==> config.mk <==
export PLATFORM = sky130hd
export DESIGN_NAME = aw_seq_tagger
export DESIGN_NICKNAME = d
export VERILOG_FILES = /design/src/rtl/aw_seq_tagger.sv
export SDC_FILE = /design/constraint.sdc
export NUM_CORES = 1
export LEC_CHECK = 0
export CORE_ASPECT_RATIO = 1.5
export CORE_UTILIZATION = 31
export CTS_BUF_LIST = sky130_fd_sc_hd__clkbuf_2
export DETAILED_ROUTE_END_ITERATION = 7
export PLACE_DENSITY_LB_ADDON = 0.1
export SYNTH_ARGS = -nofsm -noshare
export SYNTH_HDL_FRONTEND = slang
export SYNTH_SLANG_ARGS = --single-unit
==> constraint.sdc <==
create_clock -name clk -period 3.1 [get_ports clk]
set_input_delay 0.62 -clock clk [delete_from_list [all_inputs] [get_ports clk]]
set_output_delay 0.62 -clock clk [all_outputs]
set_load 0.01 [all_outputs]
==> src/rtl/aw_seq_tagger.sv <==
// Write-address sequence tagger: stamps each AW request with a per-ID sequence
// number, registers it toward the slave and tracks outstanding writes per ID.
module aw_seq_tagger #(
  parameter int ID_width   = 2,
  parameter int seq_width  = 4,
  parameter int ADDR_width = 32
) (
  input  logic                          clk,
  input  logic                          reset_n,
  input  logic [ID_width-1:0]           s_awid,
  input  logic [ADDR_width-1:0]         s_awaddr,
  input  logic                          s_awvalid,
  output logic                          s_awready,
  output logic [ID_width+seq_width-1:0] m_awid,
  output logic [ADDR_width-1:0]         m_awaddr,
  output logic                          m_awvalid,
  input  logic                          m_awready,
  input  logic [(1<<ID_width)-1:0]      b_retire,
  output logic                          idle,
  output logic                          err_underflow
);

  localparam int N = 1 << ID_width;
  localparam logic [seq_width:0] OutstFull = {1'b1, {seq_width{1'b0}}};

  logic [seq_width-1:0]          issueSeq_q [N];
  logic [seq_width-1:0]          issueSeq_d [N];
  logic [seq_width:0]            outst_q    [N];
  logic [seq_width:0]            outst_d    [N];
  logic                          awValid_q, awValid_d;
  logic [ID_width+seq_width-1:0] awId_q, awId_d;
  logic [ADDR_width-1:0]         awAddr_q, awAddr_d;
  logic                          errUnderflow_q, errUnderflow_d;
  logic                          slotFree;
  logic                          accept;
  logic                          anyOutst;

  // An ID at full outstanding count is held off so its sequence numbers never alias.
  assign slotFree  = !awValid_q || m_awready;
  assign s_awready = slotFree && (outst_q[s_awid] != OutstFull);
  assign accept    = s_awvalid && s_awready;

  always_comb begin
    awValid_d      = awValid_q;
    awId_d         = awId_q;
    awAddr_d       = awAddr_q;
    errUnderflow_d = errUnderflow_q;
    anyOutst       = 1'b0;

    if (accept) begin
      awValid_d = 1'b1;
      awId_d    = {issueSeq_q[s_awid], s_awid};
      awAddr_d  = s_awaddr;
    end else if (m_awready) begin
      awValid_d = 1'b0;
    end

    for (int k = 0; k < N; k++) begin
      issueSeq_d[k] = issueSeq_q[k];
      outst_d[k]    = outst_q[k];
      // A retire only counts against a nonzero count; a simultaneous accept cancels it out.
      if (accept && (s_awid == ID_width'(k))) begin
        issueSeq_d[k] = issueSeq_q[k] + seq_width'(1);
        if (!(b_retire[k] && (outst_q[k] != '0))) begin
          outst_d[k] = outst_q[k] + (seq_width+1)'(1);
        end
      end else if (b_retire[k] && (outst_q[k] != '0)) begin
        outst_d[k] = outst_q[k] - (seq_width+1)'(1);
      end
      if (b_retire[k] && (outst_q[k] == '0)) begin
        errUnderflow_d = 1'b1;
      end
      if (outst_q[k] != '0) begin
        anyOutst = 1'b1;
      end
    end
  end

  always_ff @(posedge clk or negedge reset_n) begin
    if (!reset_n) begin
      awValid_q      <= 1'b0;
      awId_q         <= '0;
      awAddr_q       <= '0;
      errUnderflow_q <= 1'b0;
      for (int k = 0; k < N; k++) begin
        issueSeq_q[k] <= '0;
        outst_q[k]    <= '0;
      end
    end else begin
      awValid_q      <= awValid_d;
      awId_q         <= awId_d;
      awAddr_q       <= awAddr_d;
      errUnderflow_q <= errUnderflow_d;
      for (int k = 0; k < N; k++) begin
        issueSeq_q[k] <= issueSeq_d[k];
        outst_q[k]    <= outst_d[k];
      end
    end
  end

  assign m_awvalid     = awValid_q;
  assign m_awid        = awId_q;
  assign m_awaddr      = awAddr_q;
  assign err_underflow = errUnderflow_q;
  assign idle          = !awValid_q && !anyOutst;

endmodule
==> impl_metrics.sql, run 1 <==
INSERT INTO impl_metrics (metric_group, metric, value, unit) VALUES
('detailed_routing', 'routedWlPerCell', '15.5', 'um'),
('detailed_routing', 'route.antenna.remaining_nets', '0', ''),
('critical_path', 'worst_path_dominant_cell_family', 'simple AND/OR/NAND/NOR gates', ''),
('synthesis', 'synth_fp_nets', '384', ''),
('synthesis', 'synth_xor_xnor_area_share', '5.44', '%'),
('job', 'cap_viol_max_count', '0', ''),
('layout', 'proportion_of_layout_cells_with_a_drive_suffix_above_1', '34.3', '%'),
('critical_path', 'required_worst_endpoint', '3580', 'ps'),
('layout', 'utilization', '43.8', '%'),
('clock_network', 'cts_buffers', '9', ''),
('critical_path', 'critPathKind', 'reg -> reg', ''),
('detailed_routing', 'via_cell_ratio', '4.85', ''),
('clock_network', 'cts_hold_buf', '0', ''),
('floorplan', 'fp-row-count', '51', ''),
('critical_path', 'cp_num_cells', '12', ''),
('critical_path', 'critical_path.endpoint', 'outst_q[9]', ''),
('clock_network', 'ctsLongestPathBuffers', '2', ''),
('synthesis', 'dominantRegCellSynth', 'dfrtp_1', ''),
('critical_path', 'cp-end-kind', 'register', ''),
('pwr', 'ir_worst_vdd', '340', 'uV'),
('critical_path', 'timing.critical_path.fanout_max', '4', ''),
('timing', 'worst_slew_pin_slew', '1000', 'ps'),
('clock_network', 'cts_tree', 'yes', ''),
('critical_path', 'cp_data_arrival_time', '3450', 'ps'),
('floorplan', 'io_pins', '84', ''),
('synthesis', 'yosys.area_share.adder', '6.69', '%'),
('synthesis', 'fraction_of_the_mapped_netlist_area_in_compound_gates', '10.2', '%'),
('synthesis', 'post_synth_instance_area', '4190', 'um2'),
('synthesis', 'post_synthesis_async_set_or_reset_flop_share', '100', '%'),
('detailed_routing', 'drtPass1Iterations', '4', ''),
('place', 'io_buffers', '83', ''),
('global_routing', 'globalRoute.totalOverflow', '0', ''),
('worst_hold_path', 'hp-class', 'in -> async', ''),
('layout', 'most_common_cell_after_layout_fill_and_taps_aside', 'clkdlybuf4s50_1', ''),
('critical_path', 'ff2ff_setup_slack', '130', 'ps'),
('layout', 'layout.cells.most_common_list', '80 x clkdlybuf4s50_1, 76 x dfrtp_1, 60 x buf_4', ''),
('detailed_routing', 'route.vias.total', '3067', ''),
('place', 'dp.cells', '607', ''),
('detailed_routing', 'detail_route.drc_violations', '0', ''),
('layout', 'layout.cells.non_filler', '632', ''),
('floorplan', 'dieWidth', '96.9', 'um'),
('critical_path', 'worstReg2RegStart', 'outst_q[10]', ''),
('synthesis', 'seq_area_frac_synth', '45.4', '%'),
('timing', 'finalCriticalPeriod', '2970', 'ps'),
('clock_network', 'clkTransAtPathRegs', '240', 'ps'),
('synthesis', 'largest_family_of_logic_cells_by_synthesized_area', 'multiplexers', ''),
('floorplan', 'dieArea', '14000', 'um2'),
('global_routing', 'grt_use_total', '14.9', '%'),
('floorplan', 'core', '13100', 'um2'),
('synthesis', 'synth.avg_cell_area', '13.0', 'um2'),
('synthesis', 'synth-seq-cells', '76', ''),
('timing', 'relSlewSlack', '33.1', '%'),
('critical_path', 'cp_cell_sequence', 'or4_4, buf_6, o22a_4, a21boi_4, nor2_2, inv_2, fa_2, a21o_1, a21oi_2, or3_1, o22ai_2, xor2_1', ''),
('timing', 'unrepaired_setup_endpoints_after_global_routing', 'yes', ''),
('timing', 'setup_viol', '0', ''),
('global_routing', 'grt_max_degree', '77', ''),
('critical_path', 'cp-startpoint', 'outst_q[10]', ''),
('pwr', 'powerDensity', '786', 'nW/um2'),
('global_routing', 'wire_length_of_the_first_global_routing_pass', '16200', 'um'),
('synthesis', 'synth.area.mux_share', '19.5', '%'),
('floorplan', 'floorplan.initialDensity', '32.0', '%'),
('detailed_routing', 'finalWirelength', '9810', 'um'),
('timing', 'timing.final.hold_violations', '0', ''),
('synthesis', 'synth-edff-count', '0', ''),
('detailed_routing', 'drtIter0Drc', '55', ''),
('timing', 'maxSlewViolCount', '0', ''),
('layout', 'finish.net_count', '530', ''),
('run_status', 'outcome', 'complete, no violations', ''),
('clock_network', 'clock_latency', '530', 'ps'),
('pwr', 'leakage', '2.50', 'nW'),
('synthesis', 'synth_simple_gate_area_share', '8.87', '%');
Yosys cell counts, types with 2 or more instances:
cell type,n,area share (%)
a21o_1,5,0.90
mux2_4,25,9.0
inv_1,11,0.99
a21oi_1,12,1.4
mux2_2,26,7.0
nor3b_1,2,0.36
nand2b_1,2,0.30
o21a_1,6,1.1
mux4_2,4,2.2
nand4b_1,2,0.42
or2b_2,2,0.42
mux2i_1,2,0.48
fa_1,4,1.9
a221oi_1,2,0.42
nor2b_1,2,0.30
buf_2,2,0.24
o22ai_1,2,0.30
or4_1,2,0.36
nand4_1,2,0.30
nor4_1,2,0.30
a211oi_4,3,1.4
o211a_1,2,0.48
nor2_1,16,1.4
o31ai_1,2,0.36
buf_6,4,1.1
xor2_1,12,2.5
clkbuf_8,2,0.66
o21ai_0,4,0.48
ha_1,16,4.8
nand3_1,10,1.2
nor3_1,10,1.2
xnor2_1,14,2.9
dfrtp_1,76,45
nand2_1,9,0.81
or4_4,2,0.54
layer usage:
layer | vias to the layer above | part of all wire [%] | global-route usage, %
li1 | 1467 | - | -
met1 | 1498 | 43 | 17.1
met2 | 88 | 51 | 26.4
met3 | 14 | 4.3 | 3.24
met4 | 0 | 1.9 | 6.91
met5 | - | 0 | 0
state kept, by name, indices dropped and copies added, names as in the netlist:
| name | flops |
|---|---|
| m_awaddr | 32 |
| outst_q | 20 |
| issueSeq_q | 16 |
| m_awid | 6 |
| err_underflow | 1 |
| m_awvalid | 1 |
worst min-delay path by stage:
stage,start,end,slack (ps)
3_5_place_dp,issueSeq_q[15],issueSeq_q[15],470
5_1_grt,reset_n,issueSeq_q[9],260
3_3_place_gp,issueSeq_q[15],issueSeq_q[15],460
4_1_cts,reset_n,issueSeq_q[9],230
2_1_floorplan,reset_n,err_underflow,320
6_report,reset_n,outst_q[4],220
worst register-to-register path, cell delays in order, from the launching register on:
cell	delay, ps
dfrtp_1	450
or4_4	590
buf_6	160
o22a_4	240
a21boi_4	220
nor2_2	70
inv_2	90
fa_2	210
a21o_1	120
a21oi_2	60
or3_1	380
o22ai_2	180
xor2_1	170
kinds of logic (layout without fill, tap and decap cells):
group,count (synthesis),after routing
flops,76,76
simple gates,69,69
mux,59,59
compound gates,51,51
xor+xnor,26,26
buf+inv,21,171
fa+ha+maj,20,20
other cells,0,1
per-stage QoR:
step                      power, mW  cell area (um2)  hold WS, ps  setup TNS [ps]  setup slack [ps]
final                          4.50             5730          223               0               127
after global routing           4.86             5730          261           -73.3             -41.3
after CTS                      4.52             5660          229          -0.102            -0.102
after detailed placement       3.98             5520          467           -4260              -492
after global placement         3.92             5520          461           -3330              -414
after floorplan                3.06             4190          324               0               115
final cells by class:
type,instances,area (um2)
clock inverter,5,28.8
antenna,1,2.50
tap,159,199
multi-input combinational,225,2190
clock buffer,10,50.0
inverter,11,41.3
fill,1279,7350
sequential,76,1900
timing repair buffer,145,1320
what timing repair did:
| item | CTS | global route |
|---|---|---|
| pin swaps | 5 | 10 |
| cloned | 0 | 0 |
| setup endpoints to repair | 2 | 5 |
| gates resized for setup | 9 | 13 |
| setup buffers | 5 | 4 |
| hold endpoints to repair | 0 | 0 |
power by group:
part / switching [mW] / internal (mW) / total [mW] / leakage [nW]
sequential: 0.296 / 1.37 / 1.67 / 0.898
combinational: 0.936 / 1.43 / 2.37 / 1.55
clock: 0.358 / 0.101 / 0.459 / 0.0533
Note: power is estimated with default switching activity, not from simulation.
==> run 2, diff against run 1 <==
SLEW_MARGIN = 20   (was unset)
==> impl_metrics.sql, run 2 (same netlist as run 1, synthesis figures left out) <==
INSERT INTO impl_metrics (metric_group, metric, value, unit) VALUES
('clock_network', 'cts_max_level', '3', ''),
('critical_path', 'cp_data_arrival_time', '3440', 'ps'),
('layout', 'largest_reg_flops', '32', ''),
('critical_path', 'cp-end-kind', 'register', ''),
('clock_network', 'ctsLongestPathBuffers', '2', ''),
('worst_hold_path', 'number_of_instances_on_the_worst_hold_path', '1', ''),
('clock_network', 'cts_tree', 'yes', ''),
('run_status', 'outcome', 'complete, no violations', ''),
('global_routing', 'grt_use_total', '14.9', '%'),
('timing', 'timing.final.hold_violations', '0', ''),
('detailed_routing', 'drtIter0Drc', '50', ''),
('layout', 'num-fill-cells', '1277', ''),
('floorplan', 'dieWidth', '96.9', 'um'),
('global_routing', 'wire_length_of_the_first_global_routing_pass', '16200', 'um'),
('worst_hold_path', 'hp-class', 'reg -> reg', ''),
('floorplan', 'core', '13100', 'um2'),
('timing', 'maxSlewViolCount', '0', ''),
('timing', 'layout_worst_path_cycle_share', '95.7', '%'),
('timing', 'unrepaired_setup_endpoints_after_global_routing', 'yes', ''),
('global_routing', 'globalRoute.totalOverflow', '0', ''),
('timing', 'setup_total_negative_slack', '0', 'ps'),
('detailed_routing', 'route.vias.total', '3081', ''),
('place', 'preCtsSetupSlack', '-492', 'ps'),
('detailed_routing', 'drtPass1Iterations', '4', ''),
('detailed_routing', 'via_cell_ratio', '4.86', ''),
('critical_path', 'critPathKind', 'reg -> reg', ''),
('floorplan', 'fp-row-count', '51', ''),
('timing', 'worst_clock_skew_on_the_final_layout', '41.4', 'ps'),
('pwr', 'powerDensity', '782', 'nW/um2'),
('clock_network', 'clock_tree.root_cell', 'clkbuf_2', ''),
('timing', 'worst_slew_pin_slew', '382', 'ps'),
('detailed_routing', 'routedWlPerCell', '15.5', 'um'),
('pwr', 'ir_worst_vdd', '339', 'uV'),
('job', 'cap_viol_max_count', '0', ''),
('timing', 'finalCriticalPeriod', '2970', 'ps'),
('clock_network', 'clkTransAtPathRegs', '240', 'ps'),
('detailed_routing', 'route.antenna.remaining_nets', '0', ''),
('place', 'place.gp.congestion', '0.800', ''),
('floorplan', 'io_pins', '84', ''),
('layout', 'proportion_of_layout_cells_with_a_drive_suffix_above_1', '34.4', '%'),
('layout', 'finish.net_count', '532', ''),
('floorplan', 'dieArea', '14000', 'um2'),
('clock_network', 'cts.sinks', '76', ''),
('layout', 'layout.cells.most_common_list', '80 x clkdlybuf4s50_1, 76 x dfrtp_1, 60 x buf_4', ''),
('timing', 'fmaxAchievable', '0.337', 'GHz'),
('layout', 'final_cell_area', '5770', 'um2'),
('detailed_routing', 'detail_route.drc_violations', '0', ''),
('critical_path', 'timing.critical_path.fanout_max', '4', ''),
('layout', 'utilization', '44.1', '%'),
('timing', 'setup_viol', '0', ''),
('place', 'io_buffers', '83', ''),
('global_routing', 'grt_max_degree', '77', ''),
('floorplan', 'floorplan.initialDensity', '32.0', '%'),
('place', 'place_area', '5520', 'um2'),
('clock_network', 'clock_latency', '530', 'ps'),
('global_routing', 'via_count_of_the_first_global_routing_pass', '3285', ''),
('pwr', 'leakage', '2.52', 'nW'),
('global_routing', 'grt_antenna_before_repair', '1', ''),
('layout', 'area_delta_synth_final', '37.7', '%'),
('critical_path', 'r2r.worst_path.cells', '12', ''),
('layout', 'seqCellArea', '1900', 'um2'),
('critical_path', 'required_worst_endpoint', '3580', 'ps'),
('layout', 'multi_input_comb_area', '2190', 'um2'),
('timing', 'fin_hold_ws', '484', 'ps'),
('layout', 'most_common_cell_after_layout_fill_and_taps_aside', 'clkdlybuf4s50_1', ''),
('critical_path', 'worst_setup_path_start_kind', 'register', ''),
('place', 'place_hpwl', '7160', 'um'),
('clock_network', 'cts_buffers', '9', ''),
('detailed_routing', 'finalWirelength', '9810', 'um'),
('timing', 'final.setup.worst_slack', '134', 'ps'),
('timing', 'relSlewSlack', '74.3', '%'),
('floorplan', 'chipHeight', '144', 'um');
run 2: final cells by class:
class	count	area share, %
clock buffer	10	0.868
tap	159	3.45
timing repair buffer	147	23.5
clock inverter	5	0.499
sequential	76	33.0
antenna	1	0.0434
inverter	11	0.716
multi-input combinational	225	38.0
run 2: where the power goes:
group	total (mW)	leakage (nW)	internal (mW)	switching, mW
Clock	0.460	0.0533	0.101	0.359
Sequential	1.67	0.898	1.37	0.294
Combinational	2.38	1.57	1.44	0.938
run 2: repair_timing:
| item | in CTS | in global routing |
|---|---|---|
| hold endpoints to repair | 0 | 22 |
| hold buffers | 0 | 1 |
| setup endpoints to repair | 2 | 5 |
| gates resized for setup | 9 | 13 |
| buffers inserted | 5 | 4 |
| pin swaps | 5 | 10 |
run 2: layer usage:
metal	up-vias	part of all wire [%]	GRT usage, %
li1	1472	-	-
met1	1502	42	17.1
met2	93	52	26.4
met3	14	4.1	3.24
met4	0	1.9	6.91
met5	-	0	0
run 2: per-stage QoR:
stage / std cells / power, mW
4_1_cts: 627 / 4.52
6_report: 634 / 4.51
5_1_grt: 634 / 4.87
2_1_floorplan: 322 / 3.06
3_3_place_gp: 607 / 3.92
3_5_place_dp: 607 / 3.98
run 2: final timing paths:
check | start | endpoint | slack [ps]
worst max-delay path | outst_q[10] | outst_q[9] | 130
worst min-delay path | issueSeq_q[15] | issueSeq_q[15] | 480
worst max register to register | outst_q[10] | outst_q[9] | 130
worst min register to register | issueSeq_q[15] | issueSeq_q[15] | 480
max in group asynchronous | reset_n | m_awaddr[27] | 1990
min in group asynchronous | reset_n | outst_q[4] | 500
run 2: critical path: stages, from the launching register on:
cell	delay, ps
dfrtp_1	450
or4_4	590
buf_6	160
o22a_4	240
a21boi_4	220
nor2_2	70
inv_2	90
fa_2	210
a21o_1	120
a21oi_2	60
or3_1	380
o22ai_2	180
xor2_1	170
==> run 3, diff against run 2 <==
CORE_UTILIZATION = 33   (was 31)
==> impl_metrics.sql, run 3 (same netlist as run 1, synthesis figures left out) <==
INSERT INTO impl_metrics (metric_group, metric, value, unit) VALUES
('clock_network', 'clock_latency', '520', 'ps'),
('detailed_routing', 'via_cell_ratio', '4.88', ''),
('timing', 'maxSlewViolCount', '0', ''),
('clock_network', 'clkTransAtPathRegs', '230', 'ps'),
('timing', 'unrepaired_setup_endpoints_after_global_routing', 'yes', ''),
('run_status', 'outcome', 'complete, no violations', ''),
('clock_network', 'ctsLongestPathBuffers', '2', ''),
('critical_path', 'cp_data_arrival_time', '3470', 'ps'),
('clock_network', 'cts_max_level', '3', ''),
('pwr', 'powerDensity', '818', 'nW/um2'),
('place', 'place_area', '5540', 'um2'),
('floorplan', 'io_pins', '84', ''),
('pwr', 'ir_worst_vdd', '358', 'uV'),
('pwr', 'leakage', '2.54', 'nW'),
('floorplan', 'fp-row-count', '50', ''),
('place', 'place_hpwl', '7150', 'um'),
('clock_network', 'cts_hold_buf', '0', ''),
('layout', 'proportion_of_layout_cells_with_a_drive_suffix_above_1', '33.1', '%'),
('detailed_routing', 'routedWlPerCell', '15.3', 'um'),
('clock_network', 'cts.sinks', '76', ''),
('timing', 'setup_viol', '0', ''),
('layout', 'final_cell_area', '5760', 'um2'),
('clock_network', 'cts_tree', 'yes', ''),
('critical_path', 'max_stage_delay', '600', 'ps'),
('layout', 'layout.cells.most_common_list', '79 x clkdlybuf4s50_1, 76 x dfrtp_1, 60 x buf_4', ''),
('global_routing', 'grt_max_degree', '77', ''),
('floorplan', 'dieArea', '13200', 'um2'),
('layout', 'utilization', '46.2', '%'),
('timing', 'finalCriticalPeriod', '3000', 'ps'),
('global_routing', 'wire_length_of_the_first_global_routing_pass', '15800', 'um'),
('layout', 'area_delta_synth_final', '37.4', '%'),
('place', 'dp.cells', '609', ''),
('place', 'place.gp.congestion', '0.852', ''),
('critical_path', 'slowest_stage', 'or4_4', ''),
('critical_path', 'critPathKind', 'reg -> reg', ''),
('global_routing', 'grt_antenna_before_repair', '0', ''),
('global_routing', 'grt_use_total', '15.7', '%'),
('timing', 'fin_hold_ws', '75.1', 'ps'),
('critical_path', 'ff2ff_setup_slack', '100', 'ps'),
('layout', 'layout.cells.non_filler', '628', ''),
('timing', 'worst_slew_pin_slew', '726', 'ps'),
('layout', 'antennaDiodeCount', '0', ''),
('timing', 'fmaxAchievable', '0.333', 'GHz'),
('critical_path', 'cp-end-kind', 'register', ''),
('floorplan', 'floorplan.initialDensity', '33.6', '%'),
('global_routing', 'via_count_of_the_first_global_routing_pass', '3336', ''),
('timing', 'timing.final.hold_violations', '0', ''),
('critical_path', 'required_worst_endpoint', '3570', 'ps'),
('detailed_routing', 'route.antenna.remaining_nets', '0', ''),
('timing', 'layout_worst_path_cycle_share', '96.8', '%'),
('clock_network', 'cts_buffers', '9', ''),
('detailed_routing', 'drtPass1Iterations', '4', ''),
('layout', 'largest_reg_flops', '32', ''),
('detailed_routing', 'route.vias.total', '3062', ''),
('detailed_routing', 'drtIter0Drc', '63', ''),
('timing', 'worst_clock_skew_on_the_final_layout', '28.6', 'ps'),
('timing', 'relSlewSlack', '51.6', '%'),
('worst_hold_path', 'hp-class', 'in -> async', ''),
('critical_path', 'timing.critical_path.fanout_max', '5', ''),
('detailed_routing', 'finalWirelength', '9590', 'um'),
('job', 'cap_viol_max_count', '0', ''),
('global_routing', 'globalRoute.totalOverflow', '0', ''),
('clock_network', 'clock_tree.root_cell', 'clkbuf_2', ''),
('layout', 'most_common_cell_after_layout_fill_and_taps_aside', 'clkdlybuf4s50_1', ''),
('critical_path', 'worst_setup_path_start_kind', 'register', ''),
('pwr', 'fin_total_pwr', '4.71', 'mW'),
('place', 'io_buffers', '83', ''),
('layout', 'finish.net_count', '529', ''),
('floorplan', 'dieWidth', '94.0', 'um'),
('critical_path', 'cp_cell_sequence', 'or4_4, o22a_1, a21boi_4, nor2_2, buf_4, fa_1, nor2b_1, o21ai_0, a211o_1, o22ai_2, xor2_1', ''),
('detailed_routing', 'detail_route.drc_violations', '0', ''),
('floorplan', 'chipHeight', '140', 'um'),
('floorplan', 'core', '12400', 'um2');
[run 3: stage by stage]
| step | TNS (ps) | setup WS, ps |
|---|---|---|
| 2_1_floorplan | 0 | 115 |
| 3_3_place_gp | -3360 | -430 |
| 3_5_place_dp | -4330 | -482 |
| 4_1_cts | 0 | 18.2 |
| 5_1_grt | -50.3 | -38.6 |
| 6_report | 0 | 99.7 |
[run 3: final timing paths]
kind | startpoint | end | depth (start not counted)
max in group asynchronous | reset_n | m_awaddr[0] | 1
worst max-delay path | outst_q[15] | outst_q[4] | 11
worst min-delay path | reset_n | m_awaddr[21] | 1
min in group clk | issueSeq_q[15] | issueSeq_q[15] | 1
worst min register to register | issueSeq_q[15] | issueSeq_q[15] | 1
worst max register to register | outst_q[15] | outst_q[4] | 11
[run 3: metal layers]
layer / GRT usage (%) / wire length, um / vias to the layer above
li1: - / - / 1464
met1: 18.7 / 4150 / 1504
met2: 27.7 / 4900 / 82
met3: 2.71 / 363 / 12
met4: 5.91 / 178 / 0
met5: 0 / 0 / -
[run 3: critical path, delay by kind of cell (launching register included)]
family	cells	cell delay, ps
AO/OA/AOI/OAI	5	1040
XOR/XNOR	1	150
adder cells (fa/ha/maj)	1	370
buffers and inverters	1	140
flip-flops	1	440
AND/OR/NAND/NOR	3	790
[run 3: report_power, final]
part,switching [mW],internal (mW)
Sequential,0.317,1.37
Combinational,0.896,1.40
Clock,0.369,0.353
Total,1.58,3.12
[run 3: what timing repair did]
| item | CTS | global route |
|---|---|---|
| gates cloned | 0 | 0 |
| setup endpoints to repair | 2 | 3 |
| resized for setup | 9 | 3 |
| buffers inserted | 3 | 0 |
[run 3: cell type report]
class	count	area (um2)
flip-flops and latches	76	1900
clock inverters	6	111
inverters	11	41.3
clock buffers	10	50.0
repair buffers	144	1300
well taps	156	195
fillers	1196	6690
multi-input cells	225	2160
